==> config.mk <==
export PLATFORM = sky130hd
export DESIGN_NAME = mem_port_arbiter
export DESIGN_NICKNAME = d
export VERILOG_FILES = /design/src/rtl/mem_arb_pkg.sv /design/src/rtl/write_buffer_fifo.sv /design/src/rtl/mem_port_arbiter.sv
export SDC_FILE = /design/constraint.sdc
export NUM_CORES = 1
export LEC_CHECK = 0
export CAP_MARGIN = 20
export CORE_ASPECT_RATIO = 0.7
export CORE_MARGIN = 10
export CORE_UTILIZATION = 56
export CTS_CLUSTER_SIZE = 40
export DETAILED_ROUTE_END_ITERATION = 8
export PLACE_DENSITY = 0.8
export SYNTH_ARGS = -nofsm -noshare
export SYNTH_HDL_FRONTEND = slang
export SYNTH_HIERARCHICAL = 1
export SYNTH_SLANG_ARGS = --single-unit
==> constraint.sdc <==
create_clock -name clk -period 3.6 [get_ports clk]
set_input_delay 0.36 -clock clk [delete_from_list [all_inputs] [get_ports clk]]
set_output_delay 0.36 -clock clk [all_outputs]
set_load 0.01 [all_outputs]
==> src/rtl/mem_arb_pkg.sv <==
// Shared types and defaults for the memory port arbiter: FSM state encoding,
// default buffer/burst sizes and the fixed refill counter width.
package mem_arb_pkg;

  typedef enum logic [1:0] {
    IDLE,
    DRAIN,
    REFILL
  } arb_state_t;

  localparam int unsigned BURST_LEN_DEF  = 16;
  localparam int unsigned WBUF_DEPTH_DEF = 4;
  localparam int unsigned CNT_W          = 5;

endpackage

==> src/rtl/write_buffer_fifo.sv <==
// Write-through buffer: an in-order address/data FIFO that also reports whether
// any occupied entry falls inside the 16-word block named by match_tag.
module write_buffer_fifo
  import mem_arb_pkg::*;
#(
  parameter int unsigned ADDR_WIDTH = 32,
  parameter int unsigned WORD_WIDTH = 32,
  parameter int unsigned DEPTH      = WBUF_DEPTH_DEF,
  localparam int unsigned PTR_W     = $clog2(DEPTH)
) (
  input  logic                  clk,
  input  logic                  rst,
  input  logic                  push,
  input  logic [ADDR_WIDTH-1:0] push_addr,
  input  logic [WORD_WIDTH-1:0] push_data,
  input  logic                  pop,
  output logic [ADDR_WIDTH-1:0] head_addr,
  output logic [WORD_WIDTH-1:0] head_data,
  output logic                  full,
  output logic                  empty,
  output logic [PTR_W:0]        count,
  input  logic [ADDR_WIDTH-5:0] match_tag,
  output logic                  match_hit
);

  logic [ADDR_WIDTH-1:0] addr_mem [DEPTH];
  logic [WORD_WIDTH-1:0] data_mem [DEPTH];
  logic [PTR_W-1:0]      wr_ptr;
  logic [PTR_W-1:0]      rd_ptr;
  logic [PTR_W-1:0]      slot;
  logic                  do_push;
  logic                  do_pop;

  assign full      = (count == (PTR_W+1)'(DEPTH));
  assign empty     = (count == '0);
  // A push while full is only legal when the head leaves in the same cycle.
  assign do_push   = push && (!full || pop);
  assign do_pop    = pop && !empty;
  assign head_addr = addr_mem[rd_ptr];
  assign head_data = data_mem[rd_ptr];

  always_ff @(posedge clk or negedge rst) begin
    if (!rst) begin
      wr_ptr <= '0;
      rd_ptr <= '0;
      count  <= '0;
    end else begin
      if (do_push) wr_ptr <= wr_ptr + 1'b1;
      if (do_pop)  rd_ptr <= rd_ptr + 1'b1;
      case ({do_push, do_pop})
        2'b10:   count <= count + 1'b1;
        2'b01:   count <= count - 1'b1;
        default: ;
      endcase
    end
  end

  // NOTE: storage is deliberately left out of reset; count/pointers alone say
  // which slots hold live data, and an unreset array maps onto plain RAM/flops.
  always_ff @(posedge clk) begin
    if (do_push) begin
      addr_mem[wr_ptr] <= push_addr;
      data_mem[wr_ptr] <= push_data;
    end
  end

  // NOTE: outputs of always_comb get a default before any branch so no latch is inferred.
  always_comb begin
    match_hit = 1'b0;
    slot      = rd_ptr;
    for (int i = 0; i < int'(DEPTH); i++) begin
      slot = rd_ptr + PTR_W'(i);
      if (((PTR_W+1)'(i) < count) && (addr_mem[slot][ADDR_WIDTH-1:4] == match_tag))
        match_hit = 1'b1;
    end
  end

endmodule

==> src/rtl/mem_port_arbiter.sv <==
// Arbitrates one main-memory port between buffered write-through traffic and
// 16-word cache refill bursts, holding refills back while they would read stale data.
module mem_port_arbiter
  import mem_arb_pkg::*;
#(
  parameter int unsigned ADDR_WIDTH = 32,
  parameter int unsigned WORD_WIDTH = 32,
  parameter int unsigned WBUF_DEPTH = WBUF_DEPTH_DEF,
  parameter int unsigned BURST_LEN  = BURST_LEN_DEF
) (
  input  logic                  clk,
  input  logic                  rst,
  input  logic                  refill_req,
  input  logic [ADDR_WIDTH-1:0] refill_addr,
  output logic [WORD_WIDTH-1:0] refill_data,
  output logic                  refill_data_valid,
  output logic [3:0]            refill_word_idx,
  output logic                  refill_done,
  input  logic                  wr_valid,
  output logic                  wr_ready,
  input  logic [ADDR_WIDTH-1:0] wr_addr,
  input  logic [WORD_WIDTH-1:0] wr_data,
  output logic                  wbuf_empty,
  output logic [ADDR_WIDTH-1:0] memory_addr,
  output logic                  memory_write_en,
  output logic [WORD_WIDTH-1:0] memory_write_data,
  output logic                  memory_read_addr_valid,
  input  logic                  memory_read_ready,
  input  logic                  memory_read_valid,
  input  logic [WORD_WIDTH-1:0] memory_read_data
);

  localparam int unsigned PTR_W = $clog2(WBUF_DEPTH);

  arb_state_t            state;
  logic [ADDR_WIDTH-5:0] base;
  logic [CNT_W-1:0]      issue_cnt;
  logic [CNT_W-1:0]      fill_cnt;
  logic [ADDR_WIDTH-1:0] head_addr;
  logic [WORD_WIDTH-1:0] head_data;
  logic                  fifo_full;
  logic                  fifo_empty;
  logic [PTR_W:0]        fifo_count;
  logic                  raw_hit;
  logic                  unused_addr_bits;

  assign unused_addr_bits = ^refill_addr[3:0];
  assign wr_ready         = !fifo_full;
  assign wbuf_empty       = (fifo_count == '0);

  write_buffer_fifo #(
    .ADDR_WIDTH(ADDR_WIDTH),
    .WORD_WIDTH(WORD_WIDTH),
    .DEPTH     (WBUF_DEPTH)
  ) u_wbuf (
    .clk      (clk),
    .rst      (rst),
    .push     (wr_valid && wr_ready),
    .push_addr(wr_addr),
    .push_data(wr_data),
    .pop      (state == DRAIN),
    .head_addr(head_addr),
    .head_data(head_data),
    .full     (fifo_full),
    .empty    (fifo_empty),
    .count    (fifo_count),
    .match_tag(refill_addr[ADDR_WIDTH-1:4]),
    .match_hit(raw_hit)
  );

  // NOTE: all state and registered outputs use <= so every branch sees the
  // pre-edge values, independent of statement order.
  always_ff @(posedge clk or negedge rst) begin
    if (!rst) begin
      state                  <= IDLE;
      base                   <= '0;
      issue_cnt              <= '0;
      fill_cnt               <= '0;
      refill_data            <= '0;
      refill_data_valid      <= 1'b0;
      refill_word_idx        <= '0;
      refill_done            <= 1'b0;
      memory_addr            <= '0;
      memory_write_en        <= 1'b0;
      memory_write_data      <= '0;
      memory_read_addr_valid <= 1'b0;
    end else begin
      memory_write_en        <= 1'b0;
      memory_read_addr_valid <= 1'b0;
      refill_data_valid      <= 1'b0;
      refill_done            <= 1'b0;
      case (state)
        IDLE: begin
          // Refill wins unless an older buffered write targets the same block.
          if (refill_req && !raw_hit) begin
            state     <= REFILL;
            base      <= refill_addr[ADDR_WIDTH-1:4];
            issue_cnt <= '0;
            fill_cnt  <= '0;
          end else if (!fifo_empty) begin
            state <= DRAIN;
          end
        end
        DRAIN: begin
          memory_addr       <= head_addr;
          memory_write_data <= head_data;
          memory_write_en   <= 1'b1;
          state             <= IDLE;
        end
        REFILL: begin
          if (fill_cnt == CNT_W'(BURST_LEN)) begin
            state     <= IDLE;
            issue_cnt <= '0;
            fill_cnt  <= '0;
          end else begin
            if ((issue_cnt < CNT_W'(BURST_LEN)) && memory_read_ready) begin
              memory_addr            <= {base, issue_cnt[3:0]};
              memory_read_addr_valid <= 1'b1;
              issue_cnt              <= issue_cnt + 1'b1;
            end
            if (memory_read_valid) begin
              refill_data       <= memory_read_data;
              refill_data_valid <= 1'b1;
              refill_word_idx   <= fill_cnt[3:0];
              fill_cnt          <= fill_cnt + 1'b1;
              if (fill_cnt == CNT_W'(BURST_LEN - 1)) refill_done <= 1'b1;
            end
          end
        end
        default: state <= IDLE;
      endcase
    end
  end

endmodule

After elaboration in Yosys (flattened, before gate mapping)
Memory sizes are Yosys's and may differ from the RTL's. A register that Yosys moved wholly into a read port is not among the register bits.
Cells that the tools add are included.

operators by class
  add/subtract/negate cells = 8
  mux-type cells = 32
  reductions and logical operators = 25
  equality and inequality tests = 18
  bitwise gates (word level) = 1
  $lt $le $gt $ge = 5

operator list
  cell                   number
  $eq A28 B28 Y1         4
  $mux W32               2
  $pmux W32 S2           1
  $mux W5                5
  $pmux W5 S2            2
  $mux W1                17
  $reduce_and A3 Y1      4
  $add A5 B1 Y5 const B  2
  $logic_and A1 B1 Y1    9
  $ne A3 B3 Y1 const B   3
  $ne A2 B2 Y1 const B   4
  $lt A1 B3 Y1 const A   2
  $lt A2 B3 Y1 const A   2
  $mux W2                3
  $pmux W3 S2            1
  $reduce_bool A2 Y1     3
  $eq A5 B4 Y1 const B   1
  $eq A5 B5 Y1 const B   1
  $lt A5 B5 Y1 const B   1
  $add A2 B1 Y2 const B  2
  $add A2 B2 Y2 const B  2
  $eq A2 B1 Y1 const B   2
  $eq A2 B2 Y1 const B   2
  $logic_not A1 Y1       4
  9 further kinds        10

storage, ports and cells
  register bits after elaboration = 119
  memories kept = 2
  memory bits (writable) = 256
  output and inout bits = 106
  logic and storage cells = 105

memories
  name             words  bits a word  rd ports  clocked after Yosys merged registers in  wr ports  RTL line                 text
  u_wbuf.addr_mem  4      32           4         0                                        1         write_buffer_fifo.sv:26  logic [ADDR_WIDTH-1:0] addr_mem [DEPTH];
  u_wbuf.data_mem  4      32           1         1                                        1         write_buffer_fifo.sv:27  logic [WORD_WIDTH-1:0] data_mem [DEPTH];

Logic depth before layout (Yosys ltp)
An unclocked memory read counts as a cell.

  word-level depth = 11
  gate-level depth with buffers = 16
  gate-level depth less buffers = 12

Cells and area by module
The synthesis kept the hierarchy.

modules (own cells, without submodules)
  module             instances  cells an instance  area an instance (um^2)  sequential area each (um^2)
  write_buffer_fifo  1          823                13,105.1                 7,862.5
  mem_port_arbiter   1          499                6,009.5                  3,603.5

Worst setup path after synthesis
Ideal clock, no wire load.

  path type = reg2reg
  start point = reg u_wbuf.count[0]
  end point = mem u_wbuf.addr_mem[0][0], enable pin
  setup time = 0.429 ns
  path buffers = 0
  data arrival time = 2.713 ns
  path slack = 0.458 ns
  period minus slack after synthesis = 3.142 ns
  stages on the path, launching flop included = 8
  cells stage by stage = dfrtp_1 > inv_1 > ha_1 > nand2_1 > inv_1 > nor2b_1 > o21a_1 > and2_1

between the ends
  cells in the longest elaborated chain, start to end = 6
  elaborated cells between the ends (all ways) = 7

RTL lines
  what                                                              RTL line                                         text
  from (decl)                                                       write_buffer_fifo.sv:21                          output logic [PTR_W:0] count,
  from (signal assigned)                                            write_buffer_fifo.sv:51                          2'b10: count <= count + 1'b1;
  from (signal assigned)                                            write_buffer_fifo.sv:52                          2'b01: count <= count - 1'b1;
  $eq A3 B3 Y1 (*)                                                  write_buffer_fifo.sv:34                          assign full = (count == (PTR_W+1)'(DEPTH));
  net fifo_full                                                     mem_port_arbiter.sv:41                           logic fifo_full;
  $logic_not A1 Y1 (*)                                              write_buffer_fifo.sv:37, mem_port_arbiter.sv:48
  $logic_and A1 B1 Y1 / $logic_or A1 B1 Y1 (equally long branches)  mem_port_arbiter.sv:58, write_buffer_fifo.sv:37
  $logic_and A1 B1 Y1 (*)                                           write_buffer_fifo.sv:37                          assign do_push = push && (!full || pop);
  $mux W1 (*)                                                       write_buffer_fifo.sv:61                          if (do_push) begin
  $mux W1 (not written as such) (*)                                 write_buffer_fifo.sv:62                          addr_mem[wr_ptr] <= push_addr;
  to (decl)                                                         write_buffer_fifo.sv:26

The timed path passes the listed nets; every way through them passes the cells marked *.

Final worst setup path
  start point = reg u_wbuf.rd_ptr[1]
  end point = reg fill_cnt[3]

between the ends
  cells in the longest elaborated chain, start to end = 11
  elaborated cells between the ends (all ways) = 20

RTL lines
  what                                RTL line                 text
  from (decl)                         write_buffer_fifo.sv:29  logic [PTR_W-1:0] rd_ptr;
  from (signal assigned)              write_buffer_fifo.sv:49  if (do_pop) rd_ptr <= rd_ptr + 1'b1;
  $mem_v2 Z4 W32                      n/a
  net head_addr[26]                   mem_port_arbiter.sv:39   logic [ADDR_WIDTH-1:0] head_addr;
  $eq A28 B28 Y1                      write_buffer_fifo.sv:73  if (((PTR_W+1)'(i) < count) && (addr_mem[slot][ADDR_WIDTH-1:4] == match_tag))
  $logic_and A1 B1 Y1                 write_buffer_fifo.sv:73
  $mux W1 (4 in series)               write_buffer_fifo.sv:73
  net raw_hit                         mem_port_arbiter.sv:44   logic raw_hit;
  $logic_not A1 Y1                    mem_port_arbiter.sv:95   if (refill_req && !raw_hit) begin
  $logic_and A1 B1 Y1                 mem_port_arbiter.sv:95
  $ne A2 B2 Y1 (no source line)       n/a
  $reduce_and A3 Y1 (no source line)  n/a
  to (signal assigned)                mem_port_arbiter.sv:125  fill_cnt <= fill_cnt + 1'b1;
  to (decl)                           mem_port_arbiter.sv:38   logic [CNT_W-1:0] fill_cnt;

The timed path passes the listed nets, and every way through them passes these cells.
A chain may end at the register's enable or synchronous reset.

==> flow_summary.json <==
{
  "dp_cells": 2065,
  "ys_ff_latch": 407,
  "grt_max_degree": 92,
  "synthesis.nets": 1472,
  "endpoint_kind": "flip-flop",
  "cts.path.max_buffers": 3,
  "clkSlewWorstSetupHoldPaths_ns": 0.06,
  "cts-root-buf": "clkbuf_16",
  "yosys.cell_types.count": 61,
  "io-pin-count": 240,
  "crit_path_start_kind": "flip-flop",
  "utilization": 0.7387,
  "place.gp.congestion": 1.003,
  "clock_sinks": 407,
  "cp-startpoint": "u_wbuf/rd_ptr[1]",
  "slew_headroom": 0.4207,
  "synth_edf_count": 256,
  "hold_class": "in2reg",
  "wirelength_um": 57830,
  "syn-cell-area_um2": 19110,
  "final_cell_mix": "256 x edfxtp_1, 234 x clkdlybuf4s50_1, 149 x dfrtp_1, 141 x buf_4, 123 x nand2_1",
  "die_h_um": 174.6,
  "status": "complete, but fails checks",
  "placed_area_um2": 22920,
  "r2r_slack_ns": -0.03,
  "critPathKind": "reg2reg",
  "multi_input_area_um2": 7375,
  "violations": "negative setup slack",
  "cts_buffers": 39,
  "drt_first_pass_iters": 5,
  "synthTopCellsByArea": "edfxtp_1 40%, dfrtp_1 20%, mux4_2 7.3%, mux2i_1 6.2%, mux2_2 2.9%",
  "ant_nets": 0,
  "place_hpwl_um": 41420,
  "final.period_utilization": 1.009,
  "overflow": 0,
  "ff_latch_area_um2": 11470,
  "final_common_cell": "edfxtp_1",
  "die-area_um2": 42040,
  "critPathArrivalTime_ns": 4.06,
  "drive_gt1_frac": 0.2596,
  "drt-vias-per-instance": 6.155,
  "holdWs_ns": 0.4264,
  "finalHoldViolCount": 0,
  "drt-initial-drc-count": 1437,
  "synth_top_area_cell": "edfxtp_1",
  "peakVddDrop_uv": 448.2,
  "final_nets": 1838,
  "syn_area_per_cell_um2": 14.46,
  "grt_pass1_vias": 13268,
  "drv_cap": 0,
  "port_buffers": 235,
  "r2r-start": "u_wbuf/rd_ptr[1]",
  "finalCriticalPeriod_ns": 3.631,
  "fillers": 2119,
  "die_w_um": 240.8,
  "antenna_found_initial": 3,
  "yosysWarnings": 6,
  "clkLatencyLatePin_ns": 0.55,
  "worst_slack_ns": -0.03122,
  "min_from": "memory_read_data[31]",
  "setup_violations": 2,
  "track_usage": 0.2679,
  "fin_area_um2": 24790,
  "post-place-ws_ns": -0.3069,
  "tns_ns": -0.04376,
  "async_reset_ff_frac": 0.3710,
  "h-tree-depth": 2,
  "ys.flop_type": "edfxtp_1",
  "skew_ns": 0.01915,
  "finalMaxSlewViolations": 0,
  "wire_per_inst_um": 26.82,
  "core-area_um2": 33560,
  "grt_pass1_wl_um": 84590,
  "cp.required_ns": 4.03,
  "power_mw": 22.41,
  "crit_path_max_fanout": 8,
  "routed-via-count": 13270,
  "rows": 56,
  "fmax_mhz": 275.4,
  "synth_top_area_frac": 0.4022,
  "cts_tree": "yes",
  "drc_errors": 0,
  "power_density_nw_per_um2": 903.9,
  "area_delta_synth_final_pct": 29.70,
  "start_util": 0.5695,
  "syn_inst": 1322,
  "fin_cells": 2156,
  "p_leak_nw": 9.529,
  "tightest_slew_ns": 0.8689,
  "synth-seq-area-share": 0.5999
}
-- final timing paths --
check,to,cells past startpoint
setup reg to reg,fill_cnt[3],16
max in group asynchronous,memory_write_data[13],3
setup / recovery,fill_cnt[3],16
min in group asynchronous,memory_addr[21],2
hold reg to reg,base[8],2
hold / removal,refill_data[31],2
-- critical path: stages (launching register included) --
cell       delay, ns
dfrtp_4         0.51
buf_12          0.17
buf_16          0.14
buf_12          0.14
buf_4           0.13
mux2_2          0.31
nor2_1          0.15
a21oi_2         0.07
o2bb2ai_1       0.15
or4_1           0.58
nor4_2          0.21
or4_4           0.20
nand3b_1        0.19
a211oi_4        0.11
buf_6           0.15
buf_4           0.13
a22o_1          0.19
-- Yosys cell counts (all sizes together), types with 2 or more instances --
| cell type | n |
|---|---|
| a2111oi | 3 |
| a221o | 3 |
| o22ai | 82 |
| o2bb2ai | 2 |
| a22oi | 6 |
| a222oi | 2 |
| o21ai | 17 |
| ha | 16 |
| o211ai | 5 |
| nor3 | 10 |
| nand3b | 3 |
| nand3 | 10 |
| xor2 | 38 |
| and2 | 7 |
| o32ai | 3 |
| a21oi | 58 |
| nor2b | 7 |
| buf | 51 |
| nand4 | 12 |
| a31oi | 2 |
| edfxtp | 256 |
| nor4 | 16 |
| a211oi | 8 |
| mux4 | 62 |
| clkbuf | 35 |
| dfrtp | 151 |
| a2bb2oi | 3 |
| or4 | 2 |
| inv | 24 |
| and3 | 3 |
| mux2 | 79 |
| o221ai | 2 |
| nand2b | 3 |
| mux2i | 123 |
| o2111ai | 4 |
| nand2 | 125 |
| a32o | 2 |
| nor2 | 27 |
| a22o | 4 |
| xnor2 | 47 |
-- cell type report --
cell class	count	area share
inverters	24	0.003634
clock buffers	53	0.04356
multi-input cells	805	0.2975
clock inverters	18	0.007570
diodes	3	0.0003028
flip-flops and latches	407	0.4628
well taps	435	0.02195
repair buffers	411	0.1627
-- registers in the layout, summed over array words and instances, names as in the netlist --
signal	flops
refill_done	1
u_wbuf/rd_ptr	2
state	2
u_wbuf/addr_mem	128
u_wbuf/count	3
memory_write_data	32
u_wbuf/wr_ptr	2
memory_addr	32
u_wbuf/data_mem	128
refill_word_idx	4
memory_write_en	1
memory_read_addr_valid	1
fill_cnt	5
base	28
refill_data	32
issue_cnt	5
refill_data_valid	1
-- power by group --
part | internal, mW | switching [mW]
Combinational | 5.43 | 5.59
Sequential | 6.47 | 0.844
Clock | 2.34 | 1.74
Total | 14.2 | 8.17
-- routing by layer --
metal / GRT usage / share of wire / vias to the layer above
met5: 0 / 0.00045 / -
met4: 0.05513 / 0.017 / 4
met3: 0.08362 / 0.11 / 83
met2: 0.3922 / 0.44 / 715
met1: 0.3879 / 0.43 / 6668
li1: - / - / 5800
-- cells by family (layout without fill, tap and decap cells) --
group,Yosys count,in the layout,synth area share
flip-flops,407,407,0.5999
multiplexers,264,264,0.1919
AND/OR/NAND/NOR,229,229,0.05564
AO/OA/AOI/OAI,211,211,0.07056
buffers and inverters,110,506,0.03266
XOR/XNOR,85,85,0.03895
adder cells (fa/ha/maj),16,16,0.01047
other,0,3,0
-- what timing repair did --
item	CTS	global route
resized for setup	20	65
pin swaps	3	19
setup endpoints to repair	39	40
hold endpoints to repair	88	0
setup buffers	7	9
hold buffers	1	0
gates cloned	0	2
Note: power is estimated with default switching activity, not from simulation.
